[config.mk]
export PLATFORM = sky130hd
export DESIGN_NAME = uart_rx_fifo_flat
export DESIGN_NICKNAME = d
export VERILOG_FILES = /design/src/rtl/nanov_uart_pkg.sv /design/src/rtl/uart_rx_fifo_if.sv /design/src/rtl/uart_rx_fifo_byte_fifo.sv /design/src/rtl/uart_rx_fifo.sv /design/src/flat_wrapper.sv
export SDC_FILE = /design/constraint.sdc
export NUM_CORES = 1
export LEC_CHECK = 0
export CAP_MARGIN = 15
export CORE_ASPECT_RATIO = 2
export CORE_MARGIN = 1.5
export CORE_UTILIZATION = 35
export DETAILED_ROUTE_END_ITERATION = 8
export SLEW_MARGIN = 30
export SYNTH_ARGS = -nofsm -noshare
export SYNTH_HDL_FRONTEND = slang
export SYNTH_SLANG_ARGS = --single-unit
[constraint.sdc]
create_clock -name clk -period 2.6 [get_ports clk]
set_input_delay 0.52 -clock clk [delete_from_list [all_inputs] [get_ports clk]]
set_output_delay 0.52 -clock clk [all_outputs]
set_load 0.03 [all_outputs]
[src/rtl/nanov_uart_pkg.sv]
`default_nettype none
// ============================================================================
// Module      : nanov_uart_pkg
// Description : Shared definitions for the nanoV UART blocks. Holds the
//               receive FSM state encoding, the default clock and bit rate,
//               and the MMIO addresses the top level decodes for the RX
//               data and status registers.
// Revision    : 1.0 - initial release
// ============================================================================
package nanov_uart_pkg;

    localparam int unsigned c_DEFAULT_CLK_HZ   = 24_000_000;
    localparam int unsigned c_DEFAULT_BIT_RATE = 115_200;

    localparam logic [31:0] c_RX_DATA_ADDR     = 32'h1000_0104;
    localparam logic [31:0] c_RX_STATUS_ADDR   = 32'h1000_0108;

    typedef enum logic [2:0] {
        RX_IDLE  = 3'd0,
        RX_START = 3'd1,
        RX_DATA  = 3'd2,
        RX_STOP  = 3'd3,
        RX_BREAK = 3'd4
    } rx_state_t;

    // Clock cycles per serial bit, truncated.
    function automatic int unsigned cycles_per_bit(input int unsigned clk_hz,
                                                   input int unsigned bit_rate);
        return clk_hz / bit_rate;
    endfunction

endpackage
`default_nettype wire

[src/rtl/uart_rx_fifo_if.sv]
`default_nettype none
// ============================================================================
// Module      : uart_rx_fifo_if
// Description : CPU-side read bus of the UART receiver.
//               master : CPU read path (drives rd_en, err_clear)
//               slave  : receiver (drives rd_data, rd_valid, rx_count,
//                        overrun, frame_err)
//               Parameter FIFO_DEPTH sizes rx_count ($clog2(FIFO_DEPTH)+1).
// Revision    : 1.0 - initial release
// ============================================================================
interface uart_rx_fifo_if #(
    parameter int FIFO_DEPTH = 4
);
    localparam int c_CNT_W = $clog2(FIFO_DEPTH) + 1;

    logic               rd_en;
    logic               err_clear;
    logic [7:0]         rd_data;
    logic               rd_valid;
    logic [c_CNT_W-1:0] rx_count;
    logic               overrun;
    logic               frame_err;

    modport master (
        output rd_en, err_clear,
        input  rd_data, rd_valid, rx_count, overrun, frame_err
    );

    modport slave (
        input  rd_en, err_clear,
        output rd_data, rd_valid, rx_count, overrun, frame_err
    );

endinterface
`default_nettype wire

[src/rtl/uart_rx_fifo_byte_fifo.sv]
`default_nettype none
// ============================================================================
// Module      : byte_fifo
// Description : Synchronous byte FIFO with a registered head byte.
//               Ports: clk, rst_n (sync, active-low), push/push_data,
//               pop, head_data (8'h00 when empty), full, empty, count.
//               A push while full is accepted only together with a pop;
//               a pop while empty is ignored. DEPTH = 1 gives a single
//               holding register; otherwise DEPTH must be a power of two.
// Revision    : 1.0 - initial release
// ============================================================================
module byte_fifo #(
    parameter int DEPTH = 4
) (
    input  wire logic                  clk,
    input  wire logic                  rst_n,
    input  wire logic                  push,
    input  wire logic [7:0]            push_data,
    input  wire logic                  pop,
    output logic      [7:0]            head_data,
    output logic                       full,
    output logic                       empty,
    output logic      [$clog2(DEPTH):0] count
);
    localparam int c_CW = $clog2(DEPTH) + 1;

    logic [c_CW-1:0] r_count;
    logic [7:0]      r_head_data;
    logic [7:0]      w_head_next;
    logic [7:0]      w_next_entry;   // entry behind the current head
    logic            w_do_push;
    logic            w_do_pop;

    assign full      = (r_count == c_CW'(DEPTH));
    assign empty     = (r_count == '0);
    assign w_do_pop  = pop && !empty;
    assign w_do_push = push && (!full || pop);

    // Head byte is kept in its own register so rd_data never depends
    // combinationally on the pop strobe.
    always_comb begin
        w_head_next = r_head_data;
        if (w_do_pop) begin
            if (r_count == c_CW'(1)) begin
                // Last entry leaves; a same-cycle push becomes the new head.
                w_head_next = w_do_push ? push_data : 8'h00;
            end else begin
                w_head_next = w_next_entry;
            end
        end else if (w_do_push && empty) begin
            w_head_next = push_data;
        end
    end

    always_ff @(posedge clk) begin
        if (!rst_n) begin
            r_count     <= '0;
            r_head_data <= 8'h00;
        end else begin
            r_count     <= r_count + c_CW'(w_do_push) - c_CW'(w_do_pop);
            r_head_data <= w_head_next;
        end
    end

    generate
        if (DEPTH > 1) begin : g_ring
            localparam int c_AW = $clog2(DEPTH);

            logic [7:0]      r_mem [DEPTH];
            logic [c_AW-1:0] r_rd_ptr;
            logic [c_AW-1:0] r_wr_ptr;
            logic [c_AW-1:0] w_rd_ptr_inc;

            // Power-of-two depth: pointers wrap by plain overflow.
            assign w_rd_ptr_inc = r_rd_ptr + c_AW'(1);
            assign w_next_entry = r_mem[w_rd_ptr_inc];

            always_ff @(posedge clk) begin
                if (!rst_n) begin
                    r_rd_ptr <= '0;
                    r_wr_ptr <= '0;
                end else begin
                    if (w_do_push) begin
                        r_mem[r_wr_ptr] <= push_data;
                        r_wr_ptr        <= r_wr_ptr + c_AW'(1);
                    end
                    if (w_do_pop) begin
                        r_rd_ptr <= w_rd_ptr_inc;
                    end
                end
            end
        end else begin : g_single
            // The head register is the only storage.
            assign w_next_entry = 8'h00;
        end
    endgenerate

    assign head_data = r_head_data;
    assign count     = r_count;

endmodule
`default_nettype wire

[src/rtl/uart_rx_fifo.sv]
`default_nettype none
// ============================================================================
// Module      : uart_rx_fifo
// Description : 8N1 UART receiver with byte buffer for the nanoV top level.
//               Ports: clk, rst_n (sync, active-low), uart_rxd (async serial
//               in, idles high), rd_bus (uart_rx_fifo_if.slave: rd_en,
//               rd_data, rd_valid, rx_count, overrun, frame_err, err_clear).
//               Build macro UART_RX_FIFO_EN: defined -> FIFO_DEPTH-entry
//               FIFO; undefined -> single holding register.
// Revision    : 1.0 - initial release
// ============================================================================
module uart_rx_fifo
    import nanov_uart_pkg::*;
#(
    parameter int unsigned CLK_HZ     = c_DEFAULT_CLK_HZ,
    parameter int unsigned BIT_RATE   = c_DEFAULT_BIT_RATE,
    parameter int          FIFO_DEPTH = 4
) (
    input  wire logic     clk,
    input  wire logic     rst_n,
    input  wire logic     uart_rxd,
    uart_rx_fifo_if.slave rd_bus
);
    localparam int unsigned       c_CPB       = cycles_per_bit(CLK_HZ, BIT_RATE);
    localparam int                c_TMR_W     = $clog2(c_CPB);
    localparam logic [c_TMR_W-1:0] c_HALF_LOAD = c_TMR_W'(c_CPB / 2 - 1);
    localparam logic [c_TMR_W-1:0] c_FULL_LOAD = c_TMR_W'(c_CPB - 1);
    localparam int                c_CNT_W     = $clog2(FIFO_DEPTH) + 1;
`ifdef UART_RX_FIFO_EN
    localparam int                c_STORE_DEPTH = FIFO_DEPTH;
`else
    localparam int                c_STORE_DEPTH = 1;
`endif
    localparam int                c_STORE_CW  = $clog2(c_STORE_DEPTH) + 1;

    // ------------------------------------------------------------------
    // Input synchroniser (resets to the idle level)
    // ------------------------------------------------------------------
    logic [1:0] r_sync;
    logic       w_rxd;

    always_ff @(posedge clk) begin
        if (!rst_n) begin
            r_sync <= 2'b11;
        end else begin
            r_sync <= {r_sync[0], uart_rxd};
        end
    end

    assign w_rxd = r_sync[1];

    // ------------------------------------------------------------------
    // Receive FSM
    // ------------------------------------------------------------------
    rx_state_t          r_state;
    logic [c_TMR_W-1:0] r_tmr;
    logic [2:0]         r_bit_idx;
    logic [7:0]         r_shift;
    logic               w_tick;
    logic               w_push;
    logic               w_stop_bad;

    assign w_tick     = (r_tmr == '0);
    // Push and framing error fire on the stop-sample edge itself so the
    // FSM can be back in IDLE for a following frame.
    assign w_push     = (r_state == RX_STOP) && w_tick && w_rxd;
    assign w_stop_bad = (r_state == RX_STOP) && w_tick && !w_rxd;

    always_ff @(posedge clk) begin
        if (!rst_n) begin
            r_state   <= RX_IDLE;
            r_tmr     <= '0;
            r_bit_idx <= 3'd0;
            r_shift   <= 8'h00;
        end else begin
            case (r_state)
                RX_IDLE: begin
                    // BREAK guarantees the line was high before IDLE, so a
                    // low level here is a falling edge.
                    if (!w_rxd) begin
                        r_state <= RX_START;
                        r_tmr   <= c_HALF_LOAD;
                    end
                end
                RX_START: begin
                    if (w_tick) begin
                        if (!w_rxd) begin
                            r_state   <= RX_DATA;
                            r_tmr     <= c_FULL_LOAD;
                            r_bit_idx <= 3'd0;
                        end else begin
                            r_state <= RX_IDLE;   // glitch, not a start bit
                        end
                    end else begin
                        r_tmr <= r_tmr - c_TMR_W'(1);
                    end
                end
                RX_DATA: begin
                    if (w_tick) begin
                        r_shift   <= {w_rxd, r_shift[7:1]};   // LSB first
                        r_tmr     <= c_FULL_LOAD;
                        r_bit_idx <= r_bit_idx + 3'd1;
                        if (r_bit_idx == 3'd7) begin
                            r_state <= RX_STOP;
                        end
                    end else begin
                        r_tmr <= r_tmr - c_TMR_W'(1);
                    end
                end
                RX_STOP: begin
                    if (w_tick) begin
                        r_state <= w_rxd ? RX_IDLE : RX_BREAK;
                    end else begin
                        r_tmr <= r_tmr - c_TMR_W'(1);
                    end
                end
                RX_BREAK: begin
                    if (w_rxd) begin
                        r_state <= RX_IDLE;
                    end
                end
                default: begin
                    r_state <= RX_IDLE;
                end
            endcase
        end
    end

    // ------------------------------------------------------------------
    // Byte storage
    // ------------------------------------------------------------------
    logic [7:0]            w_head;
    logic                  w_full;
    logic                  w_empty;
    logic [c_STORE_CW-1:0] w_store_count;
    logic                  w_drop;

    byte_fifo #(
        .DEPTH (c_STORE_DEPTH)
    ) u_byte_fifo (
        .clk       (clk),
        .rst_n     (rst_n),
        .push      (w_push),
        .push_data (r_shift),
        .pop       (rd_bus.rd_en),
        .head_data (w_head),
        .full      (w_full),
        .empty     (w_empty),
        .count     (w_store_count)
    );

    // A full store still accepts a byte when the head leaves in the same
    // cycle, so only an unmatched push is a drop.
    assign w_drop = w_push && w_full && !rd_bus.rd_en;

    // ------------------------------------------------------------------
    // Sticky error flags (a set event beats a clear)
    // ------------------------------------------------------------------
    logic r_overrun;
    logic r_frame_err;

    always_ff @(posedge clk) begin
        if (!rst_n) begin
            r_overrun   <= 1'b0;
            r_frame_err <= 1'b0;
        end else begin
            if (w_drop) begin
                r_overrun <= 1'b1;
            end else if (rd_bus.err_clear) begin
                r_overrun <= 1'b0;
            end
            if (w_stop_bad) begin
                r_frame_err <= 1'b1;
            end else if (rd_bus.err_clear) begin
                r_frame_err <= 1'b0;
            end
        end
    end

    assign rd_bus.rd_data   = w_head;
    assign rd_bus.rd_valid  = !w_empty;
    assign rd_bus.rx_count  = c_CNT_W'(w_store_count);
    assign rd_bus.overrun   = r_overrun;
    assign rd_bus.frame_err = r_frame_err;

endmodule
`default_nettype wire

[src/flat_wrapper.sv]
// flat-port wrapper written by rule: the top's interface ports become plain ports
module uart_rx_fifo_flat import nanov_uart_pkg::*;
#(
    parameter int unsigned CLK_HZ     = c_DEFAULT_CLK_HZ,
    parameter int unsigned BIT_RATE   = c_DEFAULT_BIT_RATE,
    parameter int          FIFO_DEPTH = 4
)
  (clk, rst_n, uart_rxd, rd_bus_rd_en, rd_bus_err_clear, rd_bus_rd_data, rd_bus_rd_valid, rd_bus_rx_count, rd_bus_overrun, rd_bus_frame_err);
  uart_rx_fifo_if #(.FIFO_DEPTH(FIFO_DEPTH)) rd_bus_i ();
  input  wire logic clk;
  input  wire logic rst_n;
  input  wire logic uart_rxd;
  input wire logic [$bits(rd_bus_i.rd_en)-1:0] rd_bus_rd_en;
  input wire logic [$bits(rd_bus_i.err_clear)-1:0] rd_bus_err_clear;
  output wire logic [$bits(rd_bus_i.rd_data)-1:0] rd_bus_rd_data;
  output wire logic [$bits(rd_bus_i.rd_valid)-1:0] rd_bus_rd_valid;
  output wire logic [$bits(rd_bus_i.rx_count)-1:0] rd_bus_rx_count;
  output wire logic [$bits(rd_bus_i.overrun)-1:0] rd_bus_overrun;
  output wire logic [$bits(rd_bus_i.frame_err)-1:0] rd_bus_frame_err;
  assign rd_bus_i.rd_en = rd_bus_rd_en;
  assign rd_bus_i.err_clear = rd_bus_err_clear;
  assign rd_bus_rd_data = rd_bus_i.rd_data;
  assign rd_bus_rd_valid = rd_bus_i.rd_valid;
  assign rd_bus_rx_count = rd_bus_i.rx_count;
  assign rd_bus_overrun = rd_bus_i.overrun;
  assign rd_bus_frame_err = rd_bus_i.frame_err;
  uart_rx_fifo #(.CLK_HZ(CLK_HZ), .BIT_RATE(BIT_RATE), .FIFO_DEPTH(FIFO_DEPTH)) u_core (.clk(clk), .rst_n(rst_n), .uart_rxd(uart_rxd), .rd_bus(rd_bus_i));
endmodule
After elaboration in Yosys (flattened, before gate mapping)
Cells that the tools add are included.

storage, ports and cells
  bits in registers = 35
  latch bits = 0
  RAM bits = 0
  bits in read-only memories = 0
  output and inout bits = 14
  memories kept = 0

cells by class
  $add $sub $neg = 4
  multiply operators = 0
  divide/modulo/power cells = 0
  magnitude comparators = 0
  eq/ne operators = 14
  shift operators = 0
  multiplexer cells = 26
  bitwise gates (word level) = 1
  reductions and logical operators = 23

operators with widths
  kind                                                                 number
  8-bit 2-to-1 mux                                                     9
  8-bit case mux with 4 select lines                                   1
  3-bit 2-to-1 mux                                                     10
  3-bit case mux with 5 select lines                                   1
  2-bit by 1-bit != test with 1-bit output (second input constant)     5
  1-bit logical AND                                                    8
  8-bit logical NOT                                                    1
  4-bit AND reduction                                                  2
  2-bit nonzero test                                                   4
  8-bit by 1-bit subtractor with 8-bit output (second input constant)  1
  3-bit by 2-bit == test with 1-bit output (second input constant)     2
  3-bit == test (second input constant)                                2
  2-bit != test (second input constant)                                3
  3-bit case mux with 2 select lines                                   1
  6-bit AND reduction                                                  1
  4-bit nonzero test                                                   1
  3-bit by 1-bit adder with 3-bit output (second input constant)       1
  3-bit by 1-bit == test with 1-bit output (second input constant)     1
  1-bit logical NOT                                                    3
  3-bit logical NOT                                                    1
  1-bit 2-to-1 mux                                                     3
  3-bit != test (second input constant)                                1
  2-bit 2-to-1 mux                                                     1
  2-bit AND reduction                                                  1
  4 further kinds                                                      4

Longest topological paths before layout
  depth after elaboration = 7
  depth in mapped cells = 7
  gate-level depth less buffers = 6

Cells and area by module
Synthesis repeated with hierarchy kept, for this count alone.

unflattened totals
  cell total of the unflattened synthesis = 186
  area, all modules = 1755.4 um^2

modules (own cells, without submodules)
  module        times used  cells each  area an instance (um^2)  seq. area each (um^2)
  uart_rx_fifo  1           144         1303.8                   520.5
  byte_fifo     1           42          451.7                    180.2

Worst setup path before layout
Ideal clock, no wire load.

  path kind = flip-flop to flip-flop
  start point = register u_core.r_tmr[0]
  end point = register u_core.u_byte_fifo.r_head_data[0] (netlist: u_core.u_byte_fifo.head_data[0])
  setup time = 72 ps
  arrival time = 2029 ps
  data required time = 2528 ps
  slack = 500 ps
  stages on the path, launching flop included = 8
  period minus slack after synthesis = 2100 ps
  cell sequence = dfxtp_1 > inv_1 > ha_1 > or4b_4 > or4_4 > nor2b_2 > buf_6 > mux2i_1

between the ends
  cells in the longest elaborated chain, start to end = 7
  elaborated cells between the ends (all ways) = 9
  classes of those cells = mux (3); reduce/logical (6)

RTL lines
  what                                line                          RTL
  start: declaration                  uart_rx_fifo.sv:56            logic [c_TMR_W-1:0] r_tmr;
  start signal: assignment            uart_rx_fifo.sv:82            r_tmr <= c_HALF_LOAD;
  start signal: assignment            uart_rx_fifo.sv:89            r_tmr <= c_FULL_LOAD;
  start signal: assignment            uart_rx_fifo.sv:95            r_tmr <= r_tmr - c_TMR_W'(1);
  8-bit logical NOT (*)               uart_rx_fifo.sv:63            assign w_tick = (r_tmr == '0);
  1-bit logical AND (*) (2 in a row)  uart_rx_fifo.sv:66            assign w_push = (r_state == RX_STOP) && w_tick && w_rxd;
  1-bit logical AND (*)               uart_rx_fifo_byte_fifo.sv:37  assign w_do_push = push && (!full || pop);
  8-bit 2-to-1 mux                    uart_rx_fifo_byte_fifo.sv:46  w_head_next = w_do_push ? push_data : 8'h00;
  8-bit 2-to-1 mux                    uart_rx_fifo_byte_fifo.sv:44  if (r_count == c_CW'(1)) begin
  8-bit 2-to-1 mux                    uart_rx_fifo_byte_fifo.sv:43  if (w_do_pop) begin
  end signal: assignment              uart_rx_fifo_byte_fifo.sv:61  r_head_data <= w_head_next;
  end: declaration                    uart_rx_fifo_byte_fifo.sv:28  logic [7:0] r_head_data;

Mark *: on every way between the ends. The rest lies on a longest branch, timed or not.
A chain may end at the register's enable or synchronous reset.

Worst setup path after layout
  start point = register u_core.r_tmr[0]
  end point = register u_core.u_byte_fifo.r_head_data[2] (netlist: u_core.u_byte_fifo.head_data[2])

Same word-level chain as after synthesis.

==> flow_metrics.tcl <==
set metrics [dict create \
    status "completed" \
    grt_setup_unrepaired "no" \
    antenna_found_initial 0 \
    clk_latency_ns 0.28 \
    floorplan.initialDensity 0.370 \
    clock-root-buffer "clkbuf_8" \
    cts_tree "done" \
    path_clk_slew_ns 0.07 \
    tns_ns 0 \
    viasPerCell 5.38 \
    worstPathMaxFanout 8 \
    cts_hold_buf 0 \
    grt_pass1_wl_um 6690 \
    ys_types 51 \
    clock_sinks 35 \
    max_freq_ghz 0.453 \
    min_path_type "register to register" \
    final_common_cell "dfxtp_1" \
    max-vdd-ir-drop_mv 0.449 \
    worstMarginPinSlew_ns 0.597 \
    io_pins 19 \
    wl_per_cell_um 15.0 \
    skew_ns 0.0104 \
    finalMaxSlewViolations 0 \
    die-width_um 52.6 \
    r2r_setup_slack_ns 0.39 \
    netlist.area_leader.share 0.408 \
    cp-startpoint "u_core.r_tmr[0]" \
    core_area_mm2 0.00464 \
    grt_start_max_net_pins 17 \
    cts_setup_buffers 0 \
    async_flop_share 0 \
    cp-start-kind "register" \
    hold_path_end "u_core.r_sync[1]" \
    ant_nets 0 \
    portBuffers 16 \
    num_rows 35 \
    crit_path_end_kind "register" \
    num_vias 1430 \
    ff2ff_path_depth 7 \
    min_path_cells 1 \
    cp_data_required_time_ns 2.81 \
    leakage_nw 0.800 \
    ys_seq_area_frac 0.408 \
    ctsResizeCount 0 \
    h-tree-depth 2 \
    dr.pass1.iters 4 \
    areaGrowthSynthToFinish_pct 19.1 \
    layout_common_cells "35 x dfxtp_1, 20 x nand2_1, 19 x mux2i_1" \
    yosysTopAreaCell "dfxtp_1" \
    fillers 474 \
    grt_usage 0.169 \
    drc 0 \
    drt_iter0_drc 33 \
    antennaDiodeCount 0 \
    powerDensity_mw_per_mm2 572 \
    dp_hpwl_um 2960 \
    holdCritStartpoint "u_core.r_sync[0]" \
    setup_violations 0 \
    rr_startpoint "u_core.r_tmr[0]" \
    total_power_mw 1.17 \
    wirelength_um 3990 \
    layout.nets 218 \
    clock_path_buffers 2 \
    timing.rr.end "u_core.u_byte_fifo.head_data[2]" \
    cp.arrival_ns 2.42 \
    slew_headroom 0.599 \
    synth.area.top_cells "dfxtp_1 41%, mux2i_1 11%, nand2_1 4.4%, nor2_1 3.9%, a21oi_1 2.3%" \
    ys_ff_latch 35 \
    layout-drive-gt1-share 0.123 \
    grt_overflow 0 \
    die_h_um 102 \
    worstSetupPathType "register to register" \
    finalCriticalPeriod_ns 2.21 \
    yosysWarnings 0 \
    synth-edff-count 0 \
    drv_cap 0 \
    synthesis.area_mm2 0.00172 \
    place.gp.congestion 0.851 \
    final_hold_viol_count 0 \
    netlist_instances 191 \
    grt_pass1_vias 1428 \
    post-route-period-util 0.849 \
    die-area_mm2 0.00537 \
    synth_ff_type "dfxtp_1" \
    avgSynthCellArea_um2 9.00 \
    cts_buffers 5 \
]
==> cells by family after synthesis <==
kind of cell | after synthesis | share of synthesized area
xor gates and xnor gates | 1 | 0.00510
DFF | 35 | 0.408
adders and majority gates | 3 | 0.0218
and+or+nand+nor | 74 | 0.228
buffers and inverters | 20 | 0.0553
AOI/OAI and AO/OA | 37 | 0.163
other | 1 | 0.00218
muxes | 20 | 0.117
==> state kept, by name (all words and copies together) (netlist names) <==
name                          flops
u_core.r_tmr                      8
u_core.r_state                    3
u_core.r_sync                     2
u_core.r_bit_idx                  3
u_core.r_shift                    8
u_core.u_byte_fifo.count          1
u_core.rd_bus.overrun             1
u_core.rd_bus.frame_err           1
u_core.u_byte_fifo.head_data      8
==> critical path, cell delays in order, from the launching register on <==
cell     delay (ns)
dfxtp_1        0.33
inv_1          0.08
ha_1           0.18
or4b_4         0.51
or4_4          0.52
nor2b_2        0.12
buf_4          0.20
mux2i_1        0.19
==> per-stage QoR <==
step                      hold WS, ns  cell area, µm²  cells   util  setup slack [ns]
after global routing            0.454            2050    266  0.441             0.284
after CTS                       0.434            2050    266  0.441             0.380
after detailed placement        0.417            1950    258  0.419             0.398
after floorplan                 0.386            1720    192      -             0.500
final                           0.425            2050    266  0.441             0.392
after global placement          0.411            1950    258  0.419             0.455
==> area by class of cell <==
| class | count | area, µm² | share of cell area |
|---|---|---|---|
| flip-flops and latches | 35 | 701 | 0.342 |
| well taps | 55 | 68.8 | 0.0336 |
| multi-input cells | 137 | 927 | 0.453 |
| inverters | 6 | 22.5 | 0.0110 |
| repair buffers | 25 | 228 | 0.111 |
| clock buffers | 8 | 100 | 0.0489 |
==> synth_stat cells (all sizes together), types with 2 or more instances <==
| library cell | count |
|---|---|
| dfxtp | 35 |
| nand2 | 20 |
| mux2i | 19 |
| nor2 | 18 |
| clkbuf | 9 |
| a21oi | 8 |
| inv | 6 |
| buf | 5 |
| nand2b | 5 |
| nor2b | 5 |
| nor3 | 4 |
| or3 | 4 |
| a211oi | 3 |
| and2 | 3 |
| ha | 3 |
| nand3 | 3 |
| o32ai | 3 |
| a2111oi | 2 |
| a21o | 2 |
| a31oi | 2 |
| a41oi | 2 |
| and3 | 2 |
| nand3b | 2 |
| nor4b | 2 |
| o21a | 2 |
| o21ai | 2 |
| o31ai | 2 |
==> metal layers <==
layer	up-vias	part of all wire	track usage
li1	711	-	-
met1	667	0.36	0.176
met2	42	0.57	0.313
met3	10	0.039	0.0278
met4	0	0.024	0.0828
met5	-	0	0
==> where the power goes <==
| group | internal [mW] | switching [mW] | total, mW | leakage, nW |
|---|---|---|---|---|
| Sequential | 0.548 | 0.0143 | 0.562 | 0.283 |
| Combinational | 0.0766 | 0.104 | 0.181 | 0.465 |
| Clock | 0.242 | 0.187 | 0.429 | 0.0515 |
| Total | 0.866 | 0.305 | 1.17 | 0.800 |
==> how the worst max path moves through the flow <==
stage,slack (ns),to,depth (start not counted)
2_1_floorplan,0.50,u_core.u_byte_fifo.head_data[0],7
3_3_place_gp,0.45,u_core.u_byte_fifo.head_data[3],7
3_5_place_dp,0.40,u_core.u_byte_fifo.head_data[6],7
4_1_cts,0.38,u_core.u_byte_fifo.head_data[2],7
5_1_grt,0.28,u_core.u_byte_fifo.head_data[2],7
6_report,0.39,u_core.u_byte_fifo.head_data[2],7
Note: power is estimated with default switching activity, not from simulation.
